**src/rtl/cpu_pkg.sv**
```systemverilog
// Shared definitions for the byte-serial memory access controller: FSM state
// encodings, transfer size constants and 16-bit modulo address helper.
`timescale 1ns/1ps
package cpu_pkg;

    typedef enum logic [1:0] {
        ST_IDLE = 2'd0,
        ST_LO   = 2'd1,
        ST_HI   = 2'd2,
        ST_FIN  = 2'd3
    } state_t;

    localparam logic SIZE_BYTE = 1'b0;
    localparam logic SIZE_WORD = 1'b1;

    // Address of the high byte of a little-endian word; wraps FFFF -> 0000.
    function automatic logic [15:0] addr_inc(input logic [15:0] addr);
        return addr + 16'd1;
    endfunction

endpackage

```
**src/rtl/mem_access_ctrl_if.sv**
```systemverilog
// Request/response and byte-wide memory bus bundle for mem_access_ctrl.
// slave = controller view, master = requester plus memory environment view.
`timescale 1ns/1ps
interface mem_access_ctrl_if;
    logic [15:0] Address;
    logic [15:0] WData;
    logic        Req;
    logic        WrEn;
    logic        Word;
    logic [15:0] RData;
    logic        Busy;
    logic        Done;
    logic        Err;
    logic [15:0] MemAddr;
    logic [7:0]  MemWData;
    logic [7:0]  MemRData;
    logic        MemCS;
    logic        MemWr;
    logic        MemReady;

    modport slave (
        input  Address, WData, Req, WrEn, Word, MemRData, MemReady,
        output RData, Busy, Done, Err, MemAddr, MemWData, MemCS, MemWr
    );

    modport master (
        output Address, WData, Req, WrEn, Word, MemRData, MemReady,
        input  RData, Busy, Done, Err, MemAddr, MemWData, MemCS, MemWr
    );
endinterface

```
**src/rtl/mem_wait_timer.sv**
```systemverilog
// Per-byte wait counter for mem_access_ctrl; o_expired rises once the
// TIMEOUT_CYCLES-th consecutive wait cycle is in progress.
`timescale 1ns/1ps
module mem_wait_timer #(
    parameter int unsigned TIMEOUT_CYCLES = 15
) (
    input  logic Clock,
    input  logic Reset,
    input  logic i_clear,
    input  logic i_count_en,
    output logic o_expired
);

    localparam logic [7:0] LIMIT = 8'(TIMEOUT_CYCLES - 1);

    logic [7:0] r_count;

    always_ff @(posedge Clock) begin
        if (Reset || i_clear) begin
            r_count <= 8'd0;
        end else if (i_count_en && (r_count != 8'hFF)) begin
            r_count <= r_count + 8'd1;
        end
    end

    // Combinational so the abort lands on the edge closing the last allowed wait cycle.
    assign o_expired = (r_count >= LIMIT);

endmodule

```
**src/rtl/mem_access_ctrl.sv**
```systemverilog
// Byte-serial little-endian memory access controller (byte/word, read/write).
// Optional per-byte wait timeout enabled by defining MEM_TIMEOUT_EN.
`timescale 1ns/1ps
module mem_access_ctrl
    import cpu_pkg::*;
#(
    parameter int unsigned TIMEOUT_CYCLES = 15
) (
    input  logic             Clock,
    input  logic             Reset,
    mem_access_ctrl_if.slave bus
);

    state_t      r_state;
    state_t      w_state_next;
    logic [15:0] r_addr;
    logic [15:0] r_wdata;
    logic [15:0] r_rdata;
    logic [7:0]  r_lo_byte;
    logic        r_wr;
    logic        r_word;
    logic        w_accept;
    logic        w_expired;
    logic        w_in_xfer;
    logic [15:0] w_addr_hi;

    assign w_in_xfer = (r_state == ST_LO) || (r_state == ST_HI);
    assign w_addr_hi = addr_inc(r_addr);

`ifdef MEM_TIMEOUT_EN
    logic r_err;
    logic w_timer_clear;

    // Restart the count on entry to LO (accept) and on entry to HI.
    assign w_timer_clear = w_accept ||
                           ((r_state == ST_LO) && bus.MemReady && (r_word == SIZE_WORD));

    mem_wait_timer #(
        .TIMEOUT_CYCLES (TIMEOUT_CYCLES)
    ) u_wait_timer (
        .Clock      (Clock),
        .Reset      (Reset),
        .i_clear    (w_timer_clear),
        .i_count_en (w_in_xfer && !bus.MemReady),
        .o_expired  (w_expired)
    );

    always_ff @(posedge Clock) begin
        if (Reset) begin
            r_err <= 1'b0;
        end else begin
            r_err <= w_in_xfer && !bus.MemReady && w_expired;
        end
    end

    assign bus.Err = (r_state == ST_FIN) && r_err;
`else
    logic w_unused_cfg;

    assign w_unused_cfg = ^8'(TIMEOUT_CYCLES);
    assign w_expired    = 1'b0;
    assign bus.Err      = 1'b0;
`endif

    always_comb begin
        w_state_next = r_state;
        w_accept     = 1'b0;
        case (r_state)
            ST_IDLE: begin
                if (bus.Req) begin
                    w_state_next = ST_LO;
                    w_accept     = 1'b1;
                end
            end
            ST_LO: begin
                if (bus.MemReady) begin
                    w_state_next = (r_word == SIZE_WORD) ? ST_HI : ST_FIN;
                end else if (w_expired) begin
                    w_state_next = ST_FIN;
                end
            end
            ST_HI: begin
                if (bus.MemReady || w_expired) begin
                    w_state_next = ST_FIN;
                end
            end
            ST_FIN:  w_state_next = ST_IDLE;
            default: w_state_next = ST_IDLE;
        endcase
    end

    always_ff @(posedge Clock) begin
        if (Reset) begin
            r_state   <= ST_IDLE;
            r_addr    <= 16'd0;
            r_wdata   <= 16'd0;
            r_rdata   <= 16'd0;
            r_lo_byte <= 8'd0;
            r_wr      <= 1'b0;
            r_word    <= SIZE_BYTE;
        end else begin
            r_state <= w_state_next;
            if (w_accept) begin
                r_addr  <= bus.Address;
                r_wdata <= bus.WData;
                r_wr    <= bus.WrEn;
                r_word  <= bus.Word;
            end
            // RData only moves when the final byte of a read completes, so it is
            // already valid in the FIN cycle alongside Done.
            if ((r_state == ST_LO) && bus.MemReady && !r_wr) begin
                if (r_word == SIZE_WORD) begin
                    r_lo_byte <= bus.MemRData;
                end else begin
                    r_rdata <= {8'h00, bus.MemRData};
                end
            end
            if ((r_state == ST_HI) && bus.MemReady && !r_wr) begin
                r_rdata <= {bus.MemRData, r_lo_byte};
            end
        end
    end

    always_comb begin
        bus.MemCS    = 1'b0;
        bus.MemWr    = 1'b0;
        bus.MemAddr  = 16'd0;
        bus.MemWData = 8'd0;
        case (r_state)
            ST_LO: begin
                bus.MemCS    = 1'b1;
                bus.MemWr    = r_wr;
                bus.MemAddr  = r_addr;
                bus.MemWData = r_wdata[7:0];
            end
            ST_HI: begin
                bus.MemCS    = 1'b1;
                bus.MemWr    = r_wr;
                bus.MemAddr  = w_addr_hi;
                bus.MemWData = r_wdata[15:8];
            end
            default: ;
        endcase
    end

    assign bus.RData = r_rdata;
    assign bus.Busy  = (r_state != ST_IDLE);
    assign bus.Done  = (r_state == ST_FIN);

endmodule
```
**src/flat_wrapper.sv**
```systemverilog
// flat-port wrapper written by rule: the top's interface ports become plain ports
module mem_access_ctrl_flat import cpu_pkg::*;
#(
    parameter int unsigned TIMEOUT_CYCLES = 15
)
  (Clock, Reset, bus_Address, bus_WData, bus_Req, bus_WrEn, bus_Word, bus_MemRData, bus_MemReady, bus_RData, bus_Busy, bus_Done, bus_Err, bus_MemAddr, bus_MemWData, bus_MemCS, bus_MemWr);
  mem_access_ctrl_if bus_i ();
  input  logic Clock;
  input  logic Reset;
  input wire logic [$bits(bus_i.Address)-1:0] bus_Address;
  input wire logic [$bits(bus_i.WData)-1:0] bus_WData;
  input wire logic [$bits(bus_i.Req)-1:0] bus_Req;
  input wire logic [$bits(bus_i.WrEn)-1:0] bus_WrEn;
  input wire logic [$bits(bus_i.Word)-1:0] bus_Word;
  input wire logic [$bits(bus_i.MemRData)-1:0] bus_MemRData;
  input wire logic [$bits(bus_i.MemReady)-1:0] bus_MemReady;
  output wire logic [$bits(bus_i.RData)-1:0] bus_RData;
  output wire logic [$bits(bus_i.Busy)-1:0] bus_Busy;
  output wire logic [$bits(bus_i.Done)-1:0] bus_Done;
  output wire logic [$bits(bus_i.Err)-1:0] bus_Err;
  output wire logic [$bits(bus_i.MemAddr)-1:0] bus_MemAddr;
  output wire logic [$bits(bus_i.MemWData)-1:0] bus_MemWData;
  output wire logic [$bits(bus_i.MemCS)-1:0] bus_MemCS;
  output wire logic [$bits(bus_i.MemWr)-1:0] bus_MemWr;
  assign bus_i.Address = bus_Address;
  assign bus_i.WData = bus_WData;
  assign bus_i.Req = bus_Req;
  assign bus_i.WrEn = bus_WrEn;
  assign bus_i.Word = bus_Word;
  assign bus_i.MemRData = bus_MemRData;
  assign bus_i.MemReady = bus_MemReady;
  assign bus_RData = bus_i.RData;
  assign bus_Busy = bus_i.Busy;
  assign bus_Done = bus_i.Done;
  assign bus_Err = bus_i.Err;
  assign bus_MemAddr = bus_i.MemAddr;
  assign bus_MemWData = bus_i.MemWData;
  assign bus_MemCS = bus_i.MemCS;
  assign bus_MemWr = bus_i.MemWr;
  mem_access_ctrl #(.TIMEOUT_CYCLES(TIMEOUT_CYCLES)) u_core (.Clock(Clock), .Reset(Reset), .bus(bus_i));
endmodule
```
**config.mk**
```make
export PLATFORM = sky130hd
export DESIGN_NAME = mem_access_ctrl_flat
export DESIGN_NICKNAME = d
export VERILOG_FILES = /design/src/rtl/cpu_pkg.sv /design/src/rtl/mem_access_ctrl_if.sv /design/src/rtl/mem_wait_timer.sv /design/src/rtl/mem_access_ctrl.sv /design/src/flat_wrapper.sv
export SDC_FILE = /design/constraint.sdc
export NUM_CORES = 1
export LEC_CHECK = 0
export ABC_AREA = 0
export CORE_MARGIN = 2
export CORE_UTILIZATION = 37
export CTS_BUF_LIST = sky130_fd_sc_hd__clkbuf_16
export DETAILED_ROUTE_END_ITERATION = 16
export PLACE_DENSITY = 0.8
export SLEW_MARGIN = 15
export SYNTH_ARGS = -nofsm -noshare
export SYNTH_HDL_FRONTEND = slang
export SYNTH_SLANG_ARGS = --single-unit
```
**constraint.sdc**
```tcl
create_clock -name Clock -period 1.7 [get_ports Clock]
set_clock_uncertainty 0.05 [all_clocks]
set_input_delay 0.34 -clock Clock [delete_from_list [all_inputs] [get_ports Clock]]
set_output_delay 0.34 -clock Clock [all_outputs]
set_load 0.05 [all_outputs]
```
==> metrics.md <==
| Metric | Value |
|---|---|
| Status | finished, violations left |
| Failing checks | negative setup slack |
| CTS buffer count | 9 |
| Design Area, Final | approximately 5300 sq um |
| Max-Cap Viols | 0 |
| CP max stage delay | between 0.3 and 0.4 ns |
| Ys Warns | 0 |
| H-tree depth | 3 |
| TNS Setup | -10.82 ns |
| CP arrival | 1.83 ns |
| GRT Util Overall | 25.1% |
| CTS sink cnt | 60 |
| RSZ-0062 raised after global routing | yes |
| TritonRoute pass-1 iters | 4 |
| RePlAce Congestion | just under 0.9 |
| Ys async rst share | 0% |
| Seq/Total Area, Yosys | 41.2% |
| Post-route total power | ~8.4 mW |
| Crit path time final | 2.22 ns |
| I/O pin cnt | 91 |
| Max Freq | 451 MHz |
| CP max FO | 10 |
| Most frequent cell after synthesis | nand2_1 |
| Final Non-Filler Cells | about 600 |
| First-pass GRT wire length | 17.0 mm |
| Worst path slowest cell | dfxtp_4 |
| # rows | 32 |
| Initial antenna violation count | 0 |
| Post-DP HPWL | 6.87 mm |
| Most frequent cells after synthesis | nand2_1 (92), dfxtp_1 (60), a21oi_1 (48) |
| Required time of the worst setup path | 1.31 ns |
| Pleak | just over 2 nW |
| Post-synth top flop | dfxtp_1 |
| Routed via count | roughly 3400 |
| Die Width | between 90 and 100 um |
| # hold bufs at CTS | 0 |
| Largest area contributor in the netlist | dfxtp_1 |
| ANT nets after route | 0 |
| Clock-pin slew on the worst setup and hold paths | about 0.05 ns |
| Final WL | 10.9 mm |
| Worst-path cell chain | inv_6, ha_4, nand2_4, a41oi_1, o21ai_1, o31ai_4, buf_12 |
| CORE AREA | approximately 7700 sq um |
| Vias/cell | roughly 5.6 |
| Maximum root-to-sink buffer count | 2 |
| Root Buffer | clkbuf_16 |
| Clk_lat worst skew | ~0.33 ns |
| Vias in the first global route | around 3400 |
| Largest net degree at the start of global routing | 61 |
| Filler cell count | 561 |
| Power density over the cells | ~1600 nW/um^2 |
| Drt first-iter violations | approximately 160 |
| Placed cell count | 585 |
| CTS tree | done |
| Syn-to-layout area delta | 83.3% |
| Post-DP Area | approximately 4700 sq um |
| NumNets Final | about 550 |
| Critical path endpoint category | output port |
| Period utilisation layout | 130% |
| Antenna Cells | 0 |
| Post-route worst setup slack | -0.517 ns |
| Syn nets | 429 |
| Synth Cell Area | ~3000 sq um |
| Port bufs | about 90 |
| Initial Utilization | 37.9% |
| Yosys top cell area share | approximately 41% |
| WS Path Type | flip-flop to output port |
| Fin. max-slew vios | 0 |
| Final-report setup violation count | between 40 and 50 |
| Post-synthesis cell count | between 300 and 400 |
| Crit path launch type | flip-flop |
| HP Class | flip-flop to flip-flop |
| Multi-input combinational cell area | 2060 sq um |
| Synth area leaders | dfxtp_1 (41%), nand2_1 (12%), a21oi_1 (8.2%), a22oi_1 (4.6%), nor2b_1 (3.4%) |
| Hold Vio Cnt, Final | 0 |
| Synth Area per Inst | 7.73 sq um |
| WL/cell | between 15 and 20 um |
| Die area | between 8000 and 9000 sq um |
| Fraction of layout cells with a size suffix above 1 | about 38% |
| Number of synthesized flops with an enable pin | 0 |
| Drt drc | 0 |
| Post-synthesis cell type count | 43 |
| Hold Slack | 0.404 ns |
| Reg area | between 1000 and 1500 sq um |
| Post-synthesis register bit count | 60 |
| Die height | 92.8 um |
| Total gr overflow | 0 |
| Max VDD drop | 0.726 mV |
-- metrics by stage --
step                      util [%]  worst slack [ns]
final                         69.5            -0.517
after global placement        60.9            -0.200
after CTS                     68.4            -0.454
after detailed placement      60.9            -0.242
after global routing          69.5            -0.548
after floorplan                  -            -0.255
-- state kept, by name, indices dropped and copies added (netlist names) --
register / count
u_core.bus.RData: 16
u_core.r_addr: 16
u_core.r_lo_byte: 8
u_core.r_state: 2
u_core.r_wdata: 16
u_core.r_word: 1
u_core.r_wr: 1
-- layer usage --
metal / up-vias / global-route usage (%) / share of wire (%)
li1: 1562 / - / -
met1: 1628 / 28.1 / 37
met2: 138 / 44.0 / 53
met3: 44 / 6.02 / 5.2
met4: 0 / 12.9 / 4.5
met5: - / 0 / 0
-- cell families after synthesis --
kind of cell,after synthesis,share of synthesized area (%)
and+or+nand+nor,162,25.2
AOI/OAI and AO/OA,105,22.4
DFF,60,41.2
buffers and inverters,33,5.15
muxes,9,3.09
adders and majority gates,6,2.58
other,1,0.129
xor gates and xnor gates,1,0.300
-- critical path, delay by kind of cell (launching register included) --
family | cells | cell delay (ns)
buffers and inverters | 2 | 0.22
and+or+nand+nor | 1 | 0.12
adders and majority gates | 1 | 0.31
DFF | 1 | 0.39
AOI/OAI and AO/OA | 3 | 0.45
-- repair_timing --
item | CTS | global route
pin swaps | 16 | 9
cloned | 0 | 0
buffers inserted | 4 | 2
resized for setup | 50 | 19
setup endpoints to repair | 44 | 44
-- cells in the final DEF, fill, tap and decap left out, types with 3 or more instances in the layout --
master,n
nand2_1,90
buf_4,56
dfxtp_1,54
a21oi_1,45
clkdlybuf4s50_1,44
buf_12,31
nor2_1,21
nor2b_4,13
a22oi_2,10
clkbuf_16,9
mux2i_1,8
a22oi_1,8
a211oi_1,7
buf_6,7
ha_4,5
nand4_1,4
a21o_1,4
a31oi_4,4
nand3_1,4
nor2_2,3
nor2b_1,3
a21oi_2,3
and3_1,3
bufinv_16,3
dfxtp_4,3
dfxtp_2,3
-- path summary, 6_finish.rpt --
check	startpoint	end	slack [ns]	cells after the start
worst max-delay path	u_core.r_state[1]$_SDFFE_PP0P_	bus_MemAddr[11]	-0.52	7
worst min-delay path	u_core.r_lo_byte[2]$_SDFFE_PP0P_	u_core.r_lo_byte[2]$_SDFFE_PP0P_	0.40	2
worst max register to register	u_core.r_state[1]$_SDFFE_PP0P_	u_core.bus.RData[6]$_SDFFE_PP0P_	-0.10	7
worst min register to register	u_core.r_lo_byte[2]$_SDFFE_PP0P_	u_core.r_lo_byte[2]$_SDFFE_PP0P_	0.40	2
-- power by group --
group	total [mW]	leakage, nW	switching (mW)	internal [mW]
sequential	1.92	0.493	0.244	1.68
clock	2.08	0.171	0.655	1.43
combinational	4.43	1.37	2.41	2.03
total	8.44	2.03	3.31	5.13
-- area by class of cell --
cell class	instances	area share, %
repair buffers	140	29.6
flip-flops and latches	60	22.8
inverters	4	0.421
well taps	102	2.39
clock buffers	9	4.21
multi-input cells	284	38.5
clock inverters	7	2.18
Note: power is estimated with default switching activity, not from simulation.
